## src/rtl/silife_grid_sequencer.sv

```systemverilog
// Command sequencer for the Silife grid core: turns LOAD / RUN / DUMP commands
// into grid en / wr_en / row_select / grid_in pin sequences with byte handshakes.
module silife_grid_sequencer #(
    parameter int unsigned ROWS     = 32,
    parameter int unsigned ROW_W    = 8,
    parameter int unsigned READ_LAT = 1
) (
    input  logic             clk,
    input  logic             rst,
    input  logic             cmd_valid,
    output logic             cmd_ready,
    input  logic [1:0]       cmd_op,
    input  logic [7:0]       cmd_count,
    input  logic             in_valid,
    output logic             in_ready,
    input  logic [ROW_W-1:0] in_data,
    output logic             out_valid,
    input  logic             out_ready,
    output logic [ROW_W-1:0] out_data,
    output logic             grid_en,
    output logic             grid_wr_en,
    output logic [4:0]       grid_row_select,
    output logic [ROW_W-1:0] grid_in,
    input  logic [ROW_W-1:0] grid_out,
    output logic             busy,
    output logic             done
);

    typedef enum logic [2:0] {
        S_IDLE,
        S_LOAD,
        S_RUN,
        S_DUMP_ADDR,
        S_DUMP_WAIT,
        S_DUMP_OUT,
        S_DONE
    } state_t;

    typedef enum logic [1:0] {
        OP_NOP  = 2'd0,
        OP_LOAD = 2'd1,
        OP_RUN  = 2'd2,
        OP_DUMP = 2'd3
    } op_t;

    localparam logic [4:0] LAST_ROW = 5'(ROWS - 1);
    localparam logic [1:0] LAT      = 2'(READ_LAT);

    state_t     state;
    state_t     state_next;
    logic [4:0] row;
    logic [4:0] row_sel_q;
    logic [7:0] gen;
    logic [1:0] wait_cnt;
    logic       cmd_fire;
    logic       in_fire;
    logic       out_fire;

    assign cmd_fire = cmd_valid && (state == S_IDLE);
    assign in_ready = (state == S_LOAD);
    assign in_fire  = in_valid && in_ready;
    assign out_fire = out_valid && out_ready && (state == S_DUMP_OUT);

    // Writes are zero-latency: select/data follow the accepted byte in the same cycle.
    assign grid_en         = (state == S_RUN);
    assign grid_wr_en      = in_fire;
    assign grid_in         = in_fire ? in_data : '0;
    assign grid_row_select = in_fire ? row : row_sel_q;

    always_comb begin
        state_next = state;
        unique case (state)
            S_IDLE: begin
                if (cmd_fire) begin
                    unique case (op_t'(cmd_op))
                        OP_NOP:  state_next = S_DONE;
                        OP_LOAD: state_next = S_LOAD;
                        OP_RUN:  state_next = (cmd_count == 8'd0) ? S_DONE : S_RUN;
                        OP_DUMP: state_next = S_DUMP_ADDR;
                    endcase
                end
            end
            S_LOAD: begin
                if (in_fire && row == LAST_ROW) state_next = S_DONE;
            end
            S_RUN: begin
                if (gen == 8'd1) state_next = S_DONE;
            end
            S_DUMP_ADDR: state_next = (LAT == 2'd0) ? S_DUMP_OUT : S_DUMP_WAIT;
            S_DUMP_WAIT: begin
                if (wait_cnt <= 2'd1) state_next = S_DUMP_OUT;
            end
            S_DUMP_OUT: begin
                if (out_fire) state_next = (row == LAST_ROW) ? S_DONE : S_DUMP_ADDR;
            end
            S_DONE:  state_next = S_IDLE;
            default: state_next = S_IDLE;
        endcase
    end

    always_ff @(posedge clk or posedge rst) begin
        if (rst) begin
            state     <= S_IDLE;
            row       <= '0;
            row_sel_q <= '0;
            gen       <= '0;
            wait_cnt  <= '0;
            out_data  <= '0;
            cmd_ready <= 1'b1;
            busy      <= 1'b0;
            out_valid <= 1'b0;
            done      <= 1'b0;
        end else begin
            state     <= state_next;
            cmd_ready <= (state_next == S_IDLE);
            busy      <= (state_next != S_IDLE);
            out_valid <= (state_next == S_DUMP_OUT);
            done      <= (state_next == S_DONE);

            // Capture once on entry so the byte stays stable under back-pressure.
            if (state_next == S_DUMP_OUT && state != S_DUMP_OUT) out_data <= grid_out;

            unique case (state)
                S_IDLE: begin
                    if (cmd_fire) begin
                        row <= '0;
                        gen <= cmd_count;
                        if (op_t'(cmd_op) == OP_DUMP) row_sel_q <= '0;
                    end
                end
                S_LOAD: begin
                    if (in_fire) begin
                        row_sel_q <= row;
                        if (row != LAST_ROW) row <= row + 5'd1;
                    end
                end
                S_RUN:       gen      <= gen - 8'd1;
                S_DUMP_ADDR: wait_cnt <= LAT;
                S_DUMP_WAIT: wait_cnt <= wait_cnt - 2'd1;
                S_DUMP_OUT: begin
                    if (out_fire && row != LAST_ROW) begin
                        row       <= row + 5'd1;
                        row_sel_q <= row + 5'd1;
                    end
                end
                default: ;
            endcase
        end
    end

endmodule

```

## config.mk

```make
export PLATFORM = sky130hd
export DESIGN_NAME = silife_grid_sequencer
export DESIGN_NICKNAME = d
export VERILOG_FILES = /design/src/rtl/silife_grid_sequencer.sv
export SDC_FILE = /design/constraint.sdc
export NUM_CORES = 1
export LEC_CHECK = 0
export ABC_AREA = 1
export ABC_CLOCK_PERIOD_IN_PS = 1500
export BUFFER_PORTS_ARGS = -buffer_cell sky130_fd_sc_hd__buf_2
export CAP_MARGIN = 20
export CORE_MARGIN = 10
export CORE_UTILIZATION = 48
export CTS_CLUSTER_DIAMETER = 80
export DETAILED_ROUTE_END_ITERATION = 8
export HOLD_SLACK_MARGIN = 0.02
export MAX_ROUTING_LAYER = met4
export PLACE_DENSITY = 0.85
export SKIP_CTS_REPAIR_TIMING = 1
export SLEW_MARGIN = 25
export SYNTH_ARGS = -nofsm -noshare
export SYNTH_HDL_FRONTEND = slang
export SYNTH_SLANG_ARGS = --single-unit
```

## constraint.sdc

```tcl
create_clock -name clk -period 1.5 [get_ports clk]
set_clock_uncertainty 0.05 [all_clocks]
set_input_delay 0.225 -clock clk [delete_from_list [all_inputs] [get_ports clk]]
set_output_delay 0.225 -clock clk [all_outputs]
set_load 0.005 [all_outputs]
```

==> summary.md, run 1 <==
| Metric | Value |
|---|---|
| Status | finished with violations |
| Failing checks | setup timing |
| RSZ-0062 raised after global routing | yes |
| Clock Tree Buf Depth | 2 |
| HP Class | in -> reg |
| Layout cells sized above 1 | 34.9% |
| Initial DRC count | about 150 |
| Clock transition at path regs | 0.08 ns |
| Post-Syn Nets | 377 |
| Core ar. | 0.00441 mm^2 |
| Slowest cell on the critical path | dfrtp_1 |
| Power Internal | 3430 uW |
| Initial Util | 50.0% |
| CP Data Required Time | 1.68 ns |
| Nets | 475 |
| Crit path max fanout | 5 |
| Num CTS Buffers | 5 |
| Input/output buffers | a little under 60 |
| DP Wirelength | a little under 5 mm |
| R2R Setup Slk | -0.32 ns |
| Final WL | between 7 and 8 mm |
| Total grt overflow | 0 |
| CTS tree | done |
| Gr usage total | 16.7% |
| CP Class | reg -> reg |
| Fin cells | 491 |
| Vias post-DR | 2501 |
| Largest net degree at the start of global routing | 36 |
| Slowest stage delay, CP | 0.44 ns |
| Avg Inst Size Synth | around 6.5 um^2 |
| Commonest cells after routing, fill and taps aside | nand2_1, buf_2, inv_1, nor2_1, dfrtp_1 |
| Min Tclk post-route | 1.82 ns |
| VDD IR-drop max | 1.04 mV |
| First-pass GRT wire length | 10.2 mm |
| TritonCTS Sinks | 35 |
| Final Hold Viols | 0 |
| Cell Rows | 24 |
| Die W | 87.8 um |
| P per Cell Area | roughly 2000 mW/mm^2 |
| Die area | 0.00771 mm^2 |
| Area Overhead vs Synth | 43.3% |
| Vias in the first global route | 2408 |
| Switching share of power | a little under half |
| Slew headroom | 80.2% |
| Setup WS post-layout | -0.318 ns |
| N_diodes | 0 |
| Place WS | -0.244 ns |
| Crit share post-route | 121% |
| Synthesis Warnings | 0 |
| Mapped Cells | 340 |
| Seq cells post-synth | 35 |
| Die Span Y | 87.8 um |
| FMAX | 0.550 GHz |
| Pre-Repair DR Iteration Count | 6 |
| Antenna violations before repair | 0 |
| Clk_lat worst skew | between 0.2 and 0.3 ns |
| WL per Instance | around 14 um |
| Delay-heaviest family, CP | simple AND/OR/NAND/NOR gates |
| H-tree depth | 2 |
| Net Sw Power | roughly 3000 uW |
| Leak Pwr | approximately 0.0018 uW |
| Worst-Margin Slew | 0.297 ns |
| Commonest non-fill, non-tap cell in the layout | nand2_1 |
| Setup crit end kind | flip-flop |
| Routed vias/inst | 5.09 |
| CP Launch Type | flip-flop |
| Placer Congestion | 0.910 |
| Post-route ant nets | 0 |
| Clock share of power | 10.7% |
| Mapped Area | 0.00221 mm^2 |
| Total I/O pin count | about 60 |
| Logic gate share of total power | between 60% and 70% |
| Yosys cell types | 21 |
| Root Driver | clkbuf_8 |
| CP cell instances | inv_2, buf_4, buf_4, nand3_1, nor2_2, inv_1, nand3_4, nor2_4, nand2_1, nand2_1 |
| Buffers and inverters on the worst path | 4 |
| Placed cells | 471 |
| Max-slew violations | 0 |
| DRC violations left | 0 |
| Pwr Total | about 6400 uW |
| Sequential share of the synthesized area | 39.7% |
| Data arrival, critical path | 2.00 ns |
| Seq pwr share | 25.4% |
| # setup viols final | 40 |
| MaxCap Viol Count | 0 |
[registers in the layout, indices dropped and copies added, names as in the netlist, 2 cells and up]
signal     count
gen            8
out_data       8
row            5
row_sel_q      5
state          3
wait_cnt       2
[synth_stat cells, drive strengths merged]
cell / count / area share, %
nand2: 123 / 21
nor2: 57 / 10
inv: 53 / 9.0
dfrtp: 34 / 39
nand3: 29 / 6.8
o21ai: 16 / 3.6
and2: 6 / 1.7
ha: 6 / 3.4
xor2: 4 / 1.6
buf: 3 / 1.0
nand4: 3 / 0.85
a21oi: 2 / 0.45
a22oi: 1 / 0.34
a31oi: 1 / 0.28
clkbuf: 1 / 0.17
dfstp: 1 / 1.2
[cells by family after synthesis]
kind of cell	count (synthesis)	share of synthesized area, %
simple gates	218	40.4
buf+inv	57	10.2
fa+ha+maj	6	3.40
compound gates	20	4.70
flops	35	39.7
xor+xnor	4	1.59
[worst reg2reg max path: stages, from the launching register on]
cell     delay [ns]
dfrtp_1        0.44
inv_2          0.09
buf_4          0.14
buf_4          0.13
nand3_1        0.21
nor2_2         0.08
inv_1          0.11
nand3_4        0.10
nor2_4         0.20
nand2_1        0.12
nand2_1        0.08
[routing by layer]
metal  up-vias  track usage [%]  wire (um)
li1       1230                -          -
met1      1146             18.5       2760
met2       106             27.5       3510
met3        19             3.90        506
met4         0             7.97        238
met5         -                -          0
[final cells by class]
| type | count | area (um^2) |
|---|---|---|
| multi-input cells | 248 | 1310 |
| clock inverters | 3 | 20.0 |
| well taps | 52 | 65.1 |
| repair buffers | 95 | 621 |
| flip-flops and latches | 35 | 880 |
| fillers | 342 | 1250 |
| inverters | 53 | 201 |
| clock buffers | 5 | 68.8 |
[final timing paths]
check                            startpoint            to  depth (start not counted)
worst max-delay path               state[1]  row_sel_q[2]                         10
worst min-delay path            grid_out[7]   out_data[7]                          3
worst max register to register     state[1]  row_sel_q[2]                         10
worst min register to register  out_data[7]   out_data[7]                          2
max in group asynchronous               rst     cmd_ready                          4
min in group asynchronous               rst   out_data[3]                          4
[power by group through the flow]
stage	sequential (uW)	clock, uW	combinational [uW]
after global routing	1660	732	4520
after detailed placement	1590	0	3250
final	1620	684	4080
after global placement	1580	0	3090
after floorplan	1590	0	1960
after CTS	1580	690	3260
[through the flow]
stage | TNS (ns) | instance area [um^2] | utilization [%] | hold WS, ns
floorplan | -0.969 | 2230 | - | 0.292
global placement | -1.66 | 2760 | 62.4 | 0.233
detailed placement | -3.09 | 2760 | 62.4 | 0.250
CTS | -7.87 | 2840 | 64.4 | -0.0665
global route | -12.22 | 3170 | 71.7 | 0.0850
finish | -8.70 | 3170 | 71.7 | 0.0772
No activity file was read; power rests on OpenSTA's default activity.
==> run 2: changes to the inputs <==
--- a/config.mk
+++ b/config.mk
@@ -9,5 +9,4 @@
 export ABC_CLOCK_PERIOD_IN_PS = 1500
 export BUFFER_PORTS_ARGS = -buffer_cell sky130_fd_sc_hd__buf_2
-export CAP_MARGIN = 20
 export CORE_MARGIN = 10
 export CORE_UTILIZATION = 48
==> constraint.sdc (replaced) <==
create_clock -name clk -period 1.5 [get_ports clk]
set_clock_uncertainty 0.05 [all_clocks]
set_input_delay 0.225 -clock clk [delete_from_list [all_inputs] [get_ports clk]]
set_output_delay 0.225 -clock clk [all_outputs]
set_load 0.05 [all_outputs]
==> run 2 against run 1 <==
The run still ends with setup timing left. Utilization up 5.7 points. Die area did not move. Power up 26%. Critical path depth decreased by 4. Sequential share of layout area is 2.0 points lower. Critical path type is now reg -> out. Worst hold slack got worse by 0.013 ns. Critical endpoint is now grid_row_select[1]. Highest routed layer unchanged.
==> summary.md, run 2 (synthesis gave the netlist of run 1 again) <==
| Metric | Value |
|---|---|
| Placed inst area | 0.00291 mm^2 (+5.5%) |
| Clock Tree Buf Depth | 2 (unchanged) |
| Worst-Margin Slew | 0.430 ns (+0.134 ns) |
| Reg2reg start | row[0] |
| DRC violations left | 0 (unchanged) |
| Antenna violations before repair | 0 (unchanged) |
| Layout cells sized above 1 | 40.8% (+5.9 points) |
| Placer Congestion | 0.920 (+1.2%) |
| # setup viols final | 35 (-13%) |
| Setup crit end kind | primary output |
| Setup WS post-layout | -0.355 ns (-0.0369 ns) |
| Slew headroom | 71.3% (-8.9 points) |
| Nets | 480 (+1.1%) |
| Placed cells | 476 (+1.1%) |
| Worst hold path depth | 3 (unchanged) |
| Place WS | -0.222 ns (+0.0222 ns) |
| Input/output buffers | 58 (unchanged) |
| Die Span Y | 87.8 um (unchanged) |
| CP Data Required Time | 1.22 ns (-0.46 ns) |
| CP Launch Type | flip-flop |
| Final Hold Viols | 0 (unchanged) |
| FF+latch area | 881 um^2 (+0.14%) |
| Post-route ant nets | 0 (unchanged) |
| R2R Setup Slk | -0.25 ns (+0.07 ns) |
| Pre-Repair DR Iteration Count | 5 (-1) |
| VDD IR-drop max | 1.54 mV (+48%) |
| Die area | 0.00771 mm^2 (unchanged) |
| Leak Pwr | 0.00185 uW (+2.8%) |
| Initial DRC count | 240 (+61%) |
| Core Util, Final | 77.4% (+5.7 points) |
| Failing checks | setup timing |
| DP Wirelength | 4.80 mm (-1.2%) |
| Commonest non-fill, non-tap cell in the layout | nand2_1 |
| Num CTS Buffers | 5 (unchanged) |
| Total I/O pin count | 59 (unchanged) |
| Total grt overflow | 0 (unchanged) |
| Fill count | 286 (-16%) |
| Clk_lat worst skew | 0.31 ns (+0.02 ns) |
| Reg2reg path depth | 13 (+3) |
| P per Cell Area | 2360 mW/mm^2 (+17%) |
| Max-slew violations | 0 (unchanged) |
| FMAX | 0.539 GHz (-2.0%) |
| WHS Endpoint | out_data[3] |
| N_diodes | 0 (unchanged) |
| Fin cells | 496 (+1.0%) |
| Cell Rows | 24 (unchanged) |
| Final WL | 7.70 mm (+9.9%) |
| Largest net degree at the start of global routing | 36 (unchanged) |
| RSZ-0062 raised after global routing | yes |
| Commonest cells after routing, fill and taps aside | nand2_1, inv_1, buf_2, buf_4, dfrtp_1 |
| Gr usage total | 16.2% (-0.47 points) |
| CTS tree | done |
| Initial Util | 50.0% (unchanged) |
| Final instance area | 0.00342 mm^2 (+7.9%) |
| Min Tclk post-route | 1.86 ns (+0.0369 ns) |
| TritonCTS Sinks | 35 (unchanged) |
| Area of the multi-input gates | 0.00141 mm^2 (+7.4%) |
| Core ar. | 0.00441 mm^2 (unchanged) |
| Vias in the first global route | 2301 (-4.4%) |
| Worst reg2reg endpoint | busy |
| Area Overhead vs Synth | 54.7% |
| Biggest regs | gen (8), out_data (8) |
| Vias post-DR | 2601 (+4.0%) |
| Hold Crit Start | grid_out[3] |
| Crit share post-route | 124% (+2.5 points) |
| Data arrival, critical path | 1.58 ns (-0.42 ns) |
| Crit path max fanout | 7 (+2) |
| Status | finished with violations |
| CP Class | reg -> out |
| Routed vias/inst | 5.24 (+3.0%) |
| Die W | 87.8 um (unchanged) |
| Clock transition at path regs | 0.08 ns (about the same) |
| HP Class | in -> reg |
| MaxCap Viol Count | 0 (unchanged) |
| Root Driver | clkbuf_8 |
| WL per Instance | 15.5 um (+8.8%) |
| H-tree depth | 2 (unchanged) |
| First-pass GRT wire length | 9.91 mm (-3.2%) |
## run 2: worst max-delay path by stage
stage                                    end  slack [ns]      from
after floorplan                       gen[0]        -0.1  state[2]
after global placement             out_valid       -0.20    row[0]
after detailed placement                busy       -0.22    row[1]
after CTS                         grid_in[1]       -0.46  state[1]
after global routing      grid_row_select[1]       -0.42  state[1]
final                     grid_row_select[1]       -0.36  state[1]
## run 2: report_power, final
part / switching (uW) / internal (uW) / leakage (uW) / total, uW
clock network: 364 / 322 / 0.0000402 / 686
logic: 3660 / 2120 / 0.00138 / 5780
registers: 245 / 1360 / 0.000439 / 1600
total: 4260 / 3800 / 0.00185 / 8070
## run 2: per-stage QoR
| stage | setup TNS [ns] | hold slack, ns | total power (uW) |
|---|---|---|---|
| 3_5_place_dp | -4.26 | 0.300 | 6180 |
| 6_report | -7.72 | 0.0644 | 8070 |
| 2_1_floorplan | -1.18 | 0.292 | 4880 |
| 5_1_grt | -10.19 | 0.0885 | 8580 |
| 4_1_cts | -9.62 | -0.0188 | 6880 |
| 3_3_place_gp | -3.55 | 0.290 | 6070 |
## run 2: final cells by class
type | instances | area share [%]
repair buffers | 100 | 22.4
multi-input cells | 248 | 41.2
clock buffers | 5 | 2.01
well taps | 52 | 1.90
flip-flops and latches | 35 | 25.8
inverters | 53 | 6.08
clock inverters | 3 | 0.586
## run 2: critical path, stage by stage, from the launching register on
cell and delay [ns]:
dfrtp_2 0.46, inv_2 0.10, nand2_4 0.06, nor2_4 0.22, nand3_2 0.13, and2_4 0.16, buf_8 0.14
## run 2: per-layer routing
layer | vias to the layer above | global-route usage [%] | wire length (um)
met3 | 26 | 3.90 | 539
met4 | 0 | 5.65 | 230
met1 | 1195 | 18.8 | 2930
met2 | 139 | 26.7 | 4000
li1 | 1241 | - | -
met5 | - | - | 0
==> run 3: changes to the inputs <==
- ABC_AREA: 1 -> not set
- CELL_PAD_IN_SITES_DETAIL_PLACEMENT: not set -> 1
- CELL_PAD_IN_SITES_GLOBAL_PLACEMENT: not set -> 2
- CORE_UTILIZATION: 48 -> 28
- PLACE_DENSITY: 0.85 -> 0.82
==> run 3 against run 2 <==
The run ends with hold timing, setup timing left. Combinational power decreased by 11%. Clock-buffer cell count unchanged. Synthesized cell count decreased by 38%. Critical path depth decreased by 2. Fmax decreased by 9.0%. Global-route usage decreased by 3.5 points. Worst hold slack got worse by 0.079 ns. Final area increased by 2.7%. Worst setup slack got worse by 0.18 ns. Largest power group unchanged.
==> summary.md, run 3 <==
| Metric | Value |
|---|---|
| Synth top area share | 40.3% (+1.8 points) |
| Hold WS | -0.0144 ns (-0.0788 ns) |
| Clk_lat worst skew | 0.29 ns (-0.02 ns) |
| Layout cells sized above 1 | 58.7% (+18 points) |
| TritonCTS Sinks | 35 (unchanged) |
| Vias in the first global route | 2276 (-1.1%) |
| Sequential share of the synthesized area | 41.5% (+1.8 points) |
| Worst-Margin Slew | 0.470 ns (+0.0394 ns) |
| DP Wirelength | 5.55 mm (+16%) |
| Status | finished with violations |
| Setup crit end kind | primary output |
| Pre-Repair DR Iteration Count | 4 (-1) |
| Total grt overflow | 0 (unchanged) |
| H-tree depth | 2 (unchanged) |
| Most frequent cell after synthesis | dfrtp_1 |
| Routed vias/inst | 4.97 (-5.3%) |
| Clock Tree Buf Depth | 2 (unchanged) |
| Final WL | 7.77 mm (+0.91%) |
| Die area | 0.0114 mm^2 (+48%) |
| Top FF cell, synth | dfrtp_1 |
| Data arrival, critical path | 1.76 ns (+0.18 ns) |
| MaxCap Viol Count | 0 (unchanged) |
| Min Tclk post-route | 2.04 ns (+0.184 ns) |
| N_diodes | 0 (unchanged) |
| Setup WS post-layout | -0.539 ns (-0.184 ns) |
| Worst reg2reg endpoint | row[0] |
| Synth async-reset ratio | 100% (unchanged) |
| Avg Inst Size Synth | 9.96 um^2 (+53%) |
| Die Span Y | 107 um (+22%) |
| P per Cell Area | 2240 mW/mm^2 (-5.3%) |
| First-pass GRT wire length | 11.5 mm (+16%) |
| CP Class | reg -> out |
| R2R Setup Slk | -0.46 ns (-0.21 ns) |
| Area Overhead vs Synth | 66.2% |
| Slew headroom | 68.7% (-2.6 points) |
| Final Hold Viols | 25 (+25) |
| VDD IR-drop max | 1.06 mV (-31%) |
| Clock transition at path regs | 0.08 ns (about the same) |
| Total I/O pin count | 59 (unchanged) |
| RSZ-0062 raised after global routing | yes |
| Vias post-DR | 2141 (-18%) |
| Largest net degree at the start of global routing | 36 (unchanged) |
| Place WS | -0.454 ns (-0.232 ns) |
| Max-slew violations | 0 (unchanged) |
| Post-Syn Nets | 249 (-34%) |
| Cell Rows | 31 (+29%) |
| Core ar. | 0.00729 mm^2 (+65%) |
| CTS tree | done |
| WL per Instance | 18.0 um (+16%) |
| Critical path launch point | state[1] |
| Commonest non-fill, non-tap cell in the layout | buf_4 |
| Setup TNS | -15.77 ns (-8.05 ns) |
| Synth top cells by count | dfrtp_1, mux2_2, nor2_1 |
| CP Launch Type | flip-flop |
| Post-route ant nets | 0 (unchanged) |
| # setup viols final | 49 (+40%) |
| Mapped Area | 0.00211 mm^2 (-4.4%) |
| Synthesis Warnings | 0 (unchanged) |
| Placer Congestion | 0.852 (-7.5%) |
| Placed inst area | 0.00305 mm^2 (+5.0%) |
| Crit path max fanout | 7 (unchanged) |
| Top cells by area, synth | dfrtp_1, mux2_2, ha_1 |
| Yosys top cell by area | dfrtp_1 |
| CP Data Required Time | 1.22 ns (about the same) |
| Reg2reg path depth | 8 (-5) |
| Mapped Cells | 212 (-38%) |
| Crit share post-route | 136% (+12 points) |
| Biggest regs | gen (8), out_data (8) |
| Leak Pwr | 0.00165 uW (-11%) |
| Commonest cells after routing, fill and taps aside | buf_4, buf_2, dfrtp_1, nor2_1, nand2_1 |
| Final instance area | 0.00351 mm^2 (+2.7%) |
| HP Class | in -> async |
| CP endpoint | grid_row_select[4] |
| Yosys cell types | 60 (+190%) |
| DRC violations left | 0 (unchanged) |
| Antenna violations before repair | 0 (unchanged) |
| Input/output buffers | 58 (unchanged) |
| Die W | 107 um (+22%) |
| Initial DRC count | 123 (-49%) |
| FMAX | 0.490 GHz (-9.0%) |
| Gr usage total | 12.7% (-3.5 points) |
| Num CTS Buffers | 5 (unchanged) |
| Root Driver | clkbuf_8 |
| EDFF count, synth | 0 (unchanged) |
| Reg2reg start | row[0] |
| Nets | 368 (-23%) |
| Initial Util | 29.0% (-21 points) |
| Seq cells post-synth | 35 (unchanged) |
| Failing checks | hold timing, setup timing |
## run 3: cell types whose count changed after synthesis, sizes merged, moves of 5 or more
cell,delta
inv,-43
mux2,+15
a21oi,+6
nor2,-41
nor3,+5
o21ai,-7
a211oi,+6
nand2,-109
nand3,-24
## run 3: worst min path at each step
| stage | startpoint | depth (start not counted) | end | slack, ns |
|---|---|---|---|---|
| 6_report | rst | 3 | out_data[1] | -0.01 |
| 5_1_grt | rst | 3 | out_data[1] | 0.02 |
| 4_1_cts | rst | 3 | out_data[1] | -0.009 |
| 3_5_place_dp | rst | 3 | out_data[3] | 0.31 |
| 3_3_place_gp | rst | 3 | out_data[7] | 0.30 |
| 2_1_floorplan | cmd_count[6] | 2 | gen[6] | 0.29 |
## run 3: stage by stage
| step | utilization (%) | cells | total power [uW] |
|---|---|---|---|
| global route | 48.1 | 431 | 8320 |
| finish | 48.1 | 431 | 7850 |
| floorplan | - | 212 | 4570 |
| global placement | 41.9 | 416 | 6060 |
| detailed placement | 41.9 | 416 | 6190 |
| CTS | 43.8 | 424 | 7290 |
## run 3: critical path, stage by stage (launching register included)
cell      delay [ns]
dfrtp_1         0.44
nor4bb_4        0.37
buf_12          0.18
mux2_4          0.33
buf_8           0.15
## run 3: logic make-up after synthesis
| group | count (synthesis) | share of synthesized area [%] |
|---|---|---|
| AND/OR/NAND/NOR | 81 | 22.6 |
| AO/OA/AOI/OAI | 54 | 18.7 |
| flip-flops | 35 | 41.5 |
| buffers and inverters | 21 | 5.57 |
| multiplexers | 15 | 8.00 |
| adder cells (fa/ha/maj) | 6 | 3.55 |
## run 3: where the power goes
part	switching [uW]	leakage, uW	internal, uW	total (uW)
combinational	2870	0.00115	2290	5160
sequential	270	0.000433	1360	1630
clock	391	0.0000644	664	1050
## run 3: final cells by class
class / instances / area, um^2
Fill cell: 839 / 3780
Multi-Input combinational cell: 156 / 1360
Timing Repair Buffer: 123 / 963
Sequential cell: 35 / 877
Tap cell: 99 / 124
Clock buffer: 5 / 68.8
Clock inverter: 3 / 67.6
Inverter: 10 / 50.0
## run 3: per-layer routing
metal  part of all wire (%)  track usage, %  wire length, um  vias up
met5                      0               -                0        -
met4                   0.89            3.68               69        0
met3                    3.8            3.17              298        6
met2                     51            20.8             3930       55
met1                     45            15.0             3470     1059
li1                       -               -                -     1021
